**src/rtl/exposure_pkg.sv**
```systemverilog
// rtl/exposure_pkg.sv - shared types and default constants for the exposure control path
package exposure_pkg;

    typedef enum logic [1:0] {
        IDLE,
        HOLD_DELAY,
        REPEAT
    } state_e;

    typedef enum logic [1:0] {
        NONE,
        INC,
        DEC
    } dir_e;

    localparam int DEF_W             = 5;
    localparam int DEF_MIN_TIME      = 2;
    localparam int DEF_MAX_TIME      = 30;
    localparam int DEF_DEFAULT_TIME  = 2;
    localparam int DEF_STEP          = 1;
    localparam int DEF_REPEAT_DELAY  = 8;
    localparam int DEF_REPEAT_PERIOD = 4;

endpackage

```
**src/rtl/exposure_time_ctrl_button_repeat.sv**
```systemverilog
// rtl/exposure_time_ctrl_button_repeat.sv - up/down button qualifier with hold-to-auto-repeat
module button_repeat
    import exposure_pkg::*;
#(
    parameter int REPEAT_DELAY  = DEF_REPEAT_DELAY,
    parameter int REPEAT_PERIOD = DEF_REPEAT_PERIOD
) (
    input  logic clk,
    input  logic reset,
    input  logic up_i,
    input  logic down_i,
    output logic step_o,
    output dir_e dir_o
);

    localparam int CMAX = (REPEAT_DELAY > REPEAT_PERIOD) ? REPEAT_DELAY : REPEAT_PERIOD;
    localparam int CW   = $clog2(CMAX) + 1;
    localparam logic [CW-1:0] DELAY_LAST  = CW'(REPEAT_DELAY - 1);
    localparam logic [CW-1:0] PERIOD_LAST = CW'(REPEAT_PERIOD - 1);

    state_e          state_q, state_d;
    dir_e            dir_q, dir_d;
    logic [CW-1:0]   cnt_q, cnt_d;
    logic            step_q, step_d;
    dir_e            in_dir;

    assign in_dir = (up_i ^ down_i) ? (up_i ? INC : DEC) : NONE;

    always_ff @(posedge clk) begin
        if (reset) begin
            state_q <= IDLE;
            dir_q   <= NONE;
            cnt_q   <= '0;
            step_q  <= 1'b0;
        end else begin
            state_q <= state_d;
            dir_q   <= dir_d;
            cnt_q   <= cnt_d;
            step_q  <= step_d;
        end
    end

    // A release or a change of direction always drops back to IDLE; the new
    // direction is then taken as a fresh press on the following cycle.
    always_comb begin
        state_d = state_q;
        dir_d   = dir_q;
        cnt_d   = cnt_q;
        step_d  = 1'b0;
        if (in_dir == NONE || (state_q != IDLE && in_dir != dir_q)) begin
            state_d = IDLE;
            dir_d   = NONE;
            cnt_d   = '0;
        end else begin
            case (state_q)
                IDLE: begin
                    step_d  = 1'b1;
                    state_d = HOLD_DELAY;
                    dir_d   = in_dir;
                    cnt_d   = '0;
                end
                HOLD_DELAY: begin
                    if (cnt_q == DELAY_LAST) begin
                        step_d  = 1'b1;
                        state_d = REPEAT;
                        cnt_d   = '0;
                    end else begin
                        cnt_d = cnt_q + 1'b1;
                    end
                end
                REPEAT: begin
                    if (cnt_q == PERIOD_LAST) begin
                        step_d = 1'b1;
                        cnt_d  = '0;
                    end else begin
                        cnt_d = cnt_q + 1'b1;
                    end
                end
                default: begin
                    state_d = IDLE;
                    dir_d   = NONE;
                    cnt_d   = '0;
                end
            endcase
        end
    end

    assign step_o = step_q;
    assign dir_o  = dir_q;

endmodule

```
**src/rtl/exposure_time_ctrl.sv**
```systemverilog
// rtl/exposure_time_ctrl.sv - saturating exposure-time register with lock deferral and status flags
module exposure_time_ctrl
    import exposure_pkg::*;
#(
    parameter int W             = DEF_W,
    parameter int MIN_TIME      = DEF_MIN_TIME,
    parameter int MAX_TIME      = DEF_MAX_TIME,
    parameter int DEFAULT_TIME  = DEF_DEFAULT_TIME,
    parameter int STEP          = DEF_STEP,
    parameter int REPEAT_DELAY  = DEF_REPEAT_DELAY,
    parameter int REPEAT_PERIOD = DEF_REPEAT_PERIOD
) (
    input  logic         Clk,
    input  logic         Reset,
    input  logic         Exp_increase,
    input  logic         Exp_decrease,
    input  logic         Lock,
    output logic [W-1:0] EX_time,
    output logic         At_min,
    output logic         At_max,
    output logic         Changed
);

    localparam logic [W-1:0] MIN_V  = W'(MIN_TIME);
    localparam logic [W-1:0] MAX_V  = W'(MAX_TIME);
    localparam logic [W-1:0] DEF_V  = W'(DEFAULT_TIME);
    localparam logic [W-1:0] STEP_V = W'(STEP);
    localparam logic [W:0]   MAX_X  = (W+1)'(MAX_TIME);
    localparam logic [W:0]   DEC_LO = (W+1)'(MIN_TIME + STEP);

    logic         req;
    dir_e         req_dir;
    logic         lock_q;
    dir_e         pend_q, pend_d;
    dir_e         apply_dir;
    logic [W-1:0] ex_q, ex_d;
    logic         changed_q, changed_d;
    logic         at_min_q, at_max_q;
    logic [W:0]   inc_sum;

    button_repeat #(
        .REPEAT_DELAY  (REPEAT_DELAY),
        .REPEAT_PERIOD (REPEAT_PERIOD)
    ) u_button_repeat (
        .clk    (Clk),
        .reset  (Reset),
        .up_i   (Exp_increase),
        .down_i (Exp_decrease),
        .step_o (req),
        .dir_o  (req_dir)
    );

    assign inc_sum = {1'b0, ex_q} + {1'b0, STEP_V};

    // Lock is registered so it lines up with the registered step request.
    always_comb begin
        apply_dir = NONE;
        pend_d    = pend_q;
        if (lock_q) begin
            if (req) pend_d = req_dir;
        end else if (pend_q != NONE) begin
            apply_dir = pend_q;
            pend_d    = req ? req_dir : NONE;
        end else if (req) begin
            apply_dir = req_dir;
        end

        ex_d = ex_q;
        case (apply_dir)
            INC:     ex_d = (inc_sum > MAX_X) ? MAX_V : (ex_q + STEP_V);
            DEC:     ex_d = ({1'b0, ex_q} < DEC_LO) ? MIN_V : (ex_q - STEP_V);
            default: ex_d = ex_q;
        endcase
        changed_d = (ex_d != ex_q);
    end

    always_ff @(posedge Clk) begin
        if (Reset) begin
            lock_q    <= 1'b0;
            pend_q    <= NONE;
            ex_q      <= DEF_V;
            changed_q <= 1'b0;
            at_min_q  <= (DEF_V == MIN_V);
            at_max_q  <= (DEF_V == MAX_V);
        end else begin
            lock_q    <= Lock;
            pend_q    <= pend_d;
            ex_q      <= ex_d;
            changed_q <= changed_d;
            at_min_q  <= (ex_d == MIN_V);
            at_max_q  <= (ex_d == MAX_V);
        end
    end

    assign EX_time = ex_q;
    assign At_min  = at_min_q;
    assign At_max  = at_max_q;
    assign Changed = changed_q;

endmodule

```
**config.mk**
```make
export PLATFORM = sky130hd
export DESIGN_NAME = exposure_time_ctrl
export DESIGN_NICKNAME = d
export VERILOG_FILES = /design/src/rtl/exposure_pkg.sv /design/src/rtl/exposure_time_ctrl_button_repeat.sv /design/src/rtl/exposure_time_ctrl.sv
export SDC_FILE = /design/constraint.sdc
export NUM_CORES = 1
export LEC_CHECK = 0
export ABC_AREA = 1
export CAP_MARGIN = 10
export CORE_MARGIN = 3
export CORE_UTILIZATION = 40
export CTS_CLUSTER_SIZE = 8
export DETAILED_ROUTE_END_ITERATION = 7
export GPL_TIMING_DRIVEN = 0
export SYNTH_ARGS = -nofsm -noshare
export SYNTH_HDL_FRONTEND = slang
export SYNTH_SLANG_ARGS = --single-unit
```
**constraint.sdc**
```tcl
create_clock -name Clk -period 5.96 [get_ports Clk]
set_input_delay 1.788 -clock Clk [delete_from_list [all_inputs] [get_ports Clk]]
set_output_delay 1.788 -clock Clk [all_outputs]
set_load 0.005 [all_outputs]
```
# After elaboration in Yosys (flattened, before gate mapping)

Cells that the tools add are included.

$lt $le $gt $ge: 2
Equal/unequal tests: 12
Multiplexer cells: 20
Bitwise operators: 2
Reductions and logical operators: 11
Add/subtract/negate cells: 4

Operators by type and width:

| cell                                                          | count |
|---|---|
| two-way mux 2 bit                                             | 9 |
| two-way mux 5 bit                                             | 2 |
| case mux 5 bit (2 select lines)                               | 1 |
| two-way mux 4 bit                                             | 2 |
| case mux 4 bit (2 select lines)                               | 1 |
| adder 5 x 1 -> 6 bit, second input constant                   | 1 |
| greater-than comparator 6 x 5 -> 1 bit, second input constant | 1 |
| case mux 2 bit (3 select lines)                               | 1 |
| nonzero test 2 bit                                            | 3 |
| adder 5 x 1 -> 5 bit, second input constant                   | 1 |
| equality test 5 x 2 -> 1 bit, second input constant           | 1 |
| equality test 5 bit, second input constant                    | 1 |
| < comparator 5 x 2 -> 1 bit, second input constant            | 1 |
| inequality test 5 bit                                         | 1 |
| subtractor 5 x 1 -> 5 bit, second input constant              | 1 |
| adder 4 x 1 -> 4 bit, second input constant                   | 1 |
| equality test 2 x 1 -> 1 bit, second input constant           | 2 |
| equality test 2 bit, second input constant                    | 2 |
| equality test 4 x 2 -> 1 bit, second input constant           | 1 |
| equality test 4 x 3 -> 1 bit, second input constant           | 1 |
| logical NOT 2 bit                                             | 2 |
| inequality test 2 x 1 -> 1 bit, second input constant         | 2 |
| case mux 2 bit (2 select lines)                               | 1 |
| AND reduction 2 bit                                           | 2 |
| other kinds (8)                                               | 10 |

Output and inout port bits: 8
Bits in registers: 20
Word-level logic and storage cells: 61
Input bits: 5

# Depth between registers and ports, before layout

Depth after elaboration: 6
Gate-level depth with buffers: 15
Depth with buffers taken out: 15

# Modules after synthesis

Synthesis repeated with hierarchy kept, for this count alone.

Cell total of the unflattened synthesis: 220
Area total of the unflattened synthesis: 1456.4 sq um

By module, submodules not included:

| module             | cells an instance | sequential area each (sq um) | area an instance (sq um) | times used |
|---|---|---|---|---|
| exposure_time_ctrl | 138               | 220.2                        | 895.9                    | 1 |
| button_repeat      | 82                | 180.2                        | 560.5                    | 1 |

# Worst setup path after synthesis

OpenSTA, ideal clock, no wires.

Path type: input port to flip-flop
Start point: in Exp_increase
End point: reg u_button_repeat.cnt_q[2]
Stages on the path: 6
Arrival: 2.689 ns
Setup time: 0.115 ns
Path buffers: 0
Path slack: 3.156 ns
Data required time: 5.845 ns
Path through: inv_1 -> ha_1 -> xor2_1 -> o21ai_0 -> nand2_1 -> a2111oi_0

Longest elaborated chain between the ends: 6
Elaborated cells on any way between the ends: 8
Classes of those cells: eq/ne: 1; mux: 2; bitwise: 1; reduce/logical: 4

RTL lines:

| element                                                       | line                                   | text |
|---|---|---|
| from (decl)                                                   | exposure_time_ctrl.sv:15               | `input logic Exp_increase,` |
| two-way mux 2 bit / bitwise XOR 1 bit (equally long branches) | exposure_time_ctrl_button_repeat.sv:27 | `assign in_dir = (up_i ^ down_i) ? (up_i ? INC : DEC) : NONE;` |
| two-way mux 2 bit *                                           | exposure_time_ctrl_button_repeat.sv:27 |  |
| inequality test 2 bit                                         | exposure_time_ctrl_button_repeat.sv:50 | `if (in_dir == NONE \|\| (state_q != IDLE && in_dir != dir_q)) begin` |
| logical AND 1 bit                                             | exposure_time_ctrl_button_repeat.sv:50 |  |
| logical OR 1 bit *                                            | exposure_time_ctrl_button_repeat.sv:50 |  |
| OR reduction 2 bit (no source line) *                         | --                                     |  |
| to (signal assigned)                                          | exposure_time_ctrl_button_repeat.sv:38 | `cnt_q <= cnt_d;` |
| to (decl)                                                     | exposure_time_ctrl_button_repeat.sv:23 | `logic [CW-1:0] cnt_q, cnt_d;` |

Every way passes the cells marked *; elsewhere a longest branch is shown, timed or not.
A chain may end at the register's enable or synchronous reset.

# Worst setup path in the final report

Same ends and word-level chain as after synthesis.

==> flow_summary.json <==
{
  "leakage_nw": 0.723,
  "power_frac_clock_pct": 25.0,
  "grt_max_degree": 11,
  "routed-via-count": 1229,
  "via_per_inst": 4.80,
  "grt_pass1_vias": 1095,
  "internal_power_w": 0.000176,
  "finClkSkew_ns": 0.00787,
  "area_delta_synth_final_pct": 14.1,
  "rsz0062_at_grt": "no",
  "grt_overflow_total": 0,
  "min_period_ns": 3.17,
  "port_buffers": 11,
  "startpoint_type": "input pin",
  "drt-total-wl_mm": 2.65,
  "postCtsSetupBuffers": 0,
  "syn_inst": 198,
  "synth_top_area_share_pct": 30.2,
  "clock_sinks": 20,
  "required_ns": 6.13,
  "yosysTopAreaCell": "dfxtp_1",
  "switching_share_pct": 25.2,
  "synthTopCellsByArea": "dfxtp_1 (30%), nand2_1 (14%), ha_1 (11%)",
  "die_w_microns": 63.6,
  "synthDistinctLibCells": 30,
  "initial_core_util_pct": 42.8,
  "antenna_found_initial": 0,
  "yosysWarnings": 0,
  "tns_ns": 0,
  "worstPathMaxFanout": 9,
  "holdWs_ns": 0.490,
  "worstPathArrival_ns": 3.34,
  "finalCritPeriodShare_pct": 53.2,
  "maxCapViolations": 0,
  "post-place-ws_ns": 2.49,
  "switchingPower_w": 0.0000593,
  "fp-row-count": 20,
  "gp_congestion": 0.834,
  "drive_above_1_share_pct": 8.02,
  "dieHeight_microns": 63.6,
  "grt_pass1_wl_mm": 4.55,
  "cts_tree": "yes",
  "dpl_cell_area_sq_um": 1490,
  "num-nets-final": 231,
  "worst_slack_ns": 2.79,
  "ys_ff_latch": 20,
  "ctsHoldBuffers": 0,
  "first_pass_iters": 5,
  "post_drt_wl_per_cell_microns": 10.3,
  "seq_area_frac_synth_pct": 30.2,
  "die_area_sq_um": 4050,
  "final_max_slew_viol_count": 0,
  "outcome": "complete, no violations",
  "root_buffer": "clkbuf_4",
  "numCtsBuffers": 3,
  "clk_pin_slew_ns": 0.09,
  "endpoint_kind": "flip-flop",
  "ir_drop_mv": 0.0795,
  "criticalPathCategory": "in -> reg",
  "drtIter0Drc": 75,
  "setup_viol": 0,
  "hpwlAfterDp_mm": 2.15,
  "pwr-share-comb_pct": 15.0,
  "syn_area_sq_um": 1330,
  "min_path_type": "reg -> reg",
  "worstMarginPinSlew_ns": 0.369,
  "ios": 13,
  "core_sq_um": 3100,
  "post_cts_resized": 0,
  "final_area_sq_um": 1520,
  "n_antenna_cell": 0,
  "htreeDepth": 1,
  "post-route-drc-count": 0,
  "track_usage_pct": 13.7,
  "final_hold_viol_count": 0,
  "cts_buffer_depth": 2,
  "power_density_nw_per_um2": 155,
  "insertion_delay_ns": 0.29,
  "syn_nets": 215,
  "max_freq_ghz": 0.315,
  "synth_area_per_cell_sq_um": 6.70,
  "seqPwrFrac_pct": 60.0,
  "slew_headroom_pct": 75.4,
  "drtAntennaViolNets": 0
}
## critical path, stage by stage
cell and delay (ns):
clkdlybuf4s50_1 0.48, inv_1 0.05, ha_1 0.21, xor2_1 0.14
o21ai_0 0.15, nand2_1 0.21, a2111oi_0 0.32
## stage by stage
step,util [%],power (W),instances
detailed placement,48.1,0.000179,253
floorplan,-,0.000168,198
global route,48.8,0.000251,256
global placement,48.1,0.000178,253
finish,48.8,0.000235,256
CTS,48.8,0.000239,256
## state kept, by name, indices dropped and copies added (netlist names)
register	flops
u_button_repeat.state_q	2
At_max	1
u_button_repeat.cnt_q	4
Changed	1
lock_q	1
u_button_repeat.dir_o	2
pend_q	2
u_button_repeat.step_o	1
At_min	1
EX_time	5
## power groups by stage
stage               registers [W]  logic [W]  clock network, W
floorplan                0.000143  0.0000243                 0
global route             0.000142  0.0000402         0.0000696
CTS                      0.000141  0.0000355         0.0000622
global placement         0.000144  0.0000339                 0
detailed placement       0.000144  0.0000353                 0
finish                   0.000141  0.0000354         0.0000588
## area by class of cell
cell class / count / area (sq um)
fillers: 338 / 1590
multi-input cells: 147 / 797
flip-flops and latches: 20 / 400
repair buffers: 11 / 110
inverters: 28 / 108
well taps: 44 / 55.1
clock buffers: 3 / 22.5
plain buffers: 3 / 22.5
## cell usage after synthesis, drive strengths merged
cell type / n
clkbuf: 1
or2: 2
nand3: 19
buf: 2
a21oi: 5
dfxtp: 20
a2111oi: 1
nor3: 4
nor2: 27
a22oi: 2
inv: 28
o21ai: 8
and2: 1
nand4: 5
nand2: 53
xor2: 5
a211oi: 1
nor3b: 1
o31ai: 1
ha: 12
## path summary, 6_finish.rpt
path	start	endpoint	slack, ns	cells after the start
max	Exp_increase	u_button_repeat.cnt_q[2]	2.79	7
min	u_button_repeat.cnt_q[0]	u_button_repeat.cnt_q[0]	0.49	1
max reg2reg	u_button_repeat.dir_o[0]	Changed	3.63	13
min reg2reg	u_button_repeat.cnt_q[0]	u_button_repeat.cnt_q[0]	0.49	1
## layer usage
| layer | part of all wire (%) | vias up | track usage (%) |
|---|---|---|---|
| li1 | - | 657 | - |
| met1 | 50 | 549 | 17.6 |
| met2 | 46 | 21 | 23.1 |
| met3 | 3.0 | 2 | 3.21 |
| met4 | 0.53 | 0 | 3.23 |
| met5 | 0 | - | 0 |
## cells by family after synthesis
| kind of cell | Yosys count | synth area share [%] |
|---|---|---|
| AND/OR/NAND/NOR | 112 | 37.3 |
| buffers and inverters | 31 | 9.80 |
| XOR/XNOR | 5 | 3.30 |
| AO/OA/AOI/OAI | 18 | 8.11 |
| flip-flops | 20 | 30.2 |
| adder cells (fa/ha/maj) | 12 | 11.3 |
## cells in the final DEF, fill, tap and decap left out, types with 2 or more instances in the layout
master	instances
nand2_1	51
inv_1	25
nor2_1	24
dfxtp_1	20
nand3_1	18
ha_1	12
clkdlybuf4s50_1	11
a21oi_1	5
xor2_1	5
nand4_1	5
o21ai_0	4
nor2_2	3
o21ai_1	3
nor3_1	3
clkbuf_4	3
nand2_2	2
a22oi_1	2
inv_2	2
No activity file was read; power rests on OpenSTA's default activity.
==> patch, RTL diff (config.mk and constraints unchanged) <==
The package constant `DEF_REPEAT_PERIOD` goes from 4 to 16.
--- a/src/rtl/exposure_pkg.sv
+++ b/src/rtl/exposure_pkg.sv
@@ -19,7 +19,7 @@
     localparam int DEF_DEFAULT_TIME  = 2;
     localparam int DEF_STEP          = 1;
     localparam int DEF_REPEAT_DELAY  = 8;
-    localparam int DEF_REPEAT_PERIOD = 4;
+    localparam int DEF_REPEAT_PERIOD = 16;
 
 endpackage
 
Function: same outputs for any inputs over 10 cycles, from zero or initial values and one cycle with Reset high; that may be too few to reach the edited logic, so the function may still have changed.
==> patch against the original RTL <==
Sequential cell count up 1; power up 11%; final area rose by 8.0%; worst setup slack worse by 0.077 ns; routed wire length is 5.6% higher; synthesized area rose by 7.9%; cell count rose by 7.8%; first-iteration DRC count down 20%; maximum frequency is 2.4% lower.
==> patch: results (changes against the original RTL) <==
* Port Buf Inserts at 12 (was 11)
* Largest net degree at the start of global routing at 12 (was 11)
* Flop2flop setup slack at 3.89 ns (was 3.63 ns)
* Met1 Use GR at 0.198 (was 0.176)
* Vias in the first global route at 1147 (was 1095)
* Lkg Pwr at 0.780 nW (was 0.723 nW)
* Wire length on met3 at 76 um (was 79 um)
* Met2 Resource Use GR at 0.243 (was 0.231)
* Top cells by count, synth: nand2_1, inv_1, dfxtp_1, nand3_1, nor2_1 (was nand2_1, inv_1, nor2_1, dfxtp_1, nand3_1)
* Fraction of layout cells with a size suffix above 1 at 0.0913 (was 0.0802)
* Final Net Count at 250 (was 231)
* DP HPWL at 2.26 mm (was 2.15 mm)
* Status: completed (unchanged)
* Initial DRC count at 60 (was 75)
* Fin crit share at 0.545 (was 0.532)
* First-pass GRT wire length at 5.06 mm (was 4.55 mm)
* CTS clk-pin slew, worst paths at 0.11 ns (was 0.09 ns)
* Worst R2R End: At_min (was Changed)
* WL met1 at 1.40 mm (was 1.33 mm)
* Grt met3 use at 0.0255 (was 0.0321)
* Final wirelength at 2.80 mm (was 2.65 mm)
* GRT Total Usage at 0.150 (was 0.137)
* Top cells by area, synth: dfxtp_1, nand2_1, ha_1, inv_1, nand3_1 (unchanged)
* DR pass1 iterations at 4 (was 5)
* Worst VDD drop at 128 uV (was 79.5 uV)
* Reg power frac at 0.572 (was 0.600)
* Post-Place Setup Slack at 2.40 ns (was 2.49 ns)
[patch: final cells by class]
class,count,area (um2)
repair buffers,12,120
multi-input cells,154,850
well taps,46,57.6
flip-flops and latches,21,420
clock buffers,4,26.3
fillers,353,1750
inverters,36,135
plain buffers,3,27.5
[patch: worst max-delay path, stage by stage]
cell             delay, ns
clkdlybuf4s50_1       0.48
inv_1                 0.05
ha_1                  0.21
xnor2_1               0.14
a21oi_1               0.08
nor3_1                0.12
inv_1                 0.10
nor2_1                0.26
inv_1                 0.12
a21oi_1               0.12
[patch: cells by family after synthesis]
family | share of synthesized area
AND/OR/NAND/NOR | 0.348
AO/OA/AOI/OAI | 0.0978
XOR/XNOR | 0.0245
flip-flops | 0.293
adder cells (fa/ha/maj) | 0.122
buffers and inverters | 0.114
[patch: worst max path at each step]
stage	from	to	cells after the start
global placement	Exp_decrease	u_button_repeat.cnt_q[4]	10
finish	Exp_increase	u_button_repeat.cnt_q[4]	10
CTS	Exp_increase	u_button_repeat.cnt_q[4]	10
detailed placement	Exp_increase	u_button_repeat.cnt_q[4]	10
floorplan	Exp_increase	u_button_repeat.cnt_q[4]	9
global route	Exp_increase	u_button_repeat.cnt_q[1]	10
[patch: through the flow]
stage / area [um2] / instances / hold WS (ns) / power, W / utilization
CTS: 1640 / 276 / 0.458 / 0.000267 / 0.483
global route: 1640 / 276 / 0.494 / 0.000283 / 0.483
global placement: 1610 / 272 / 0.437 / 0.000197 / 0.475
floorplan: 1430 / 214 / 0.418 / 0.000183 / -
finish: 1640 / 276 / 0.455 / 0.000262 / 0.483
detailed placement: 1610 / 272 / 0.440 / 0.000197 / 0.475
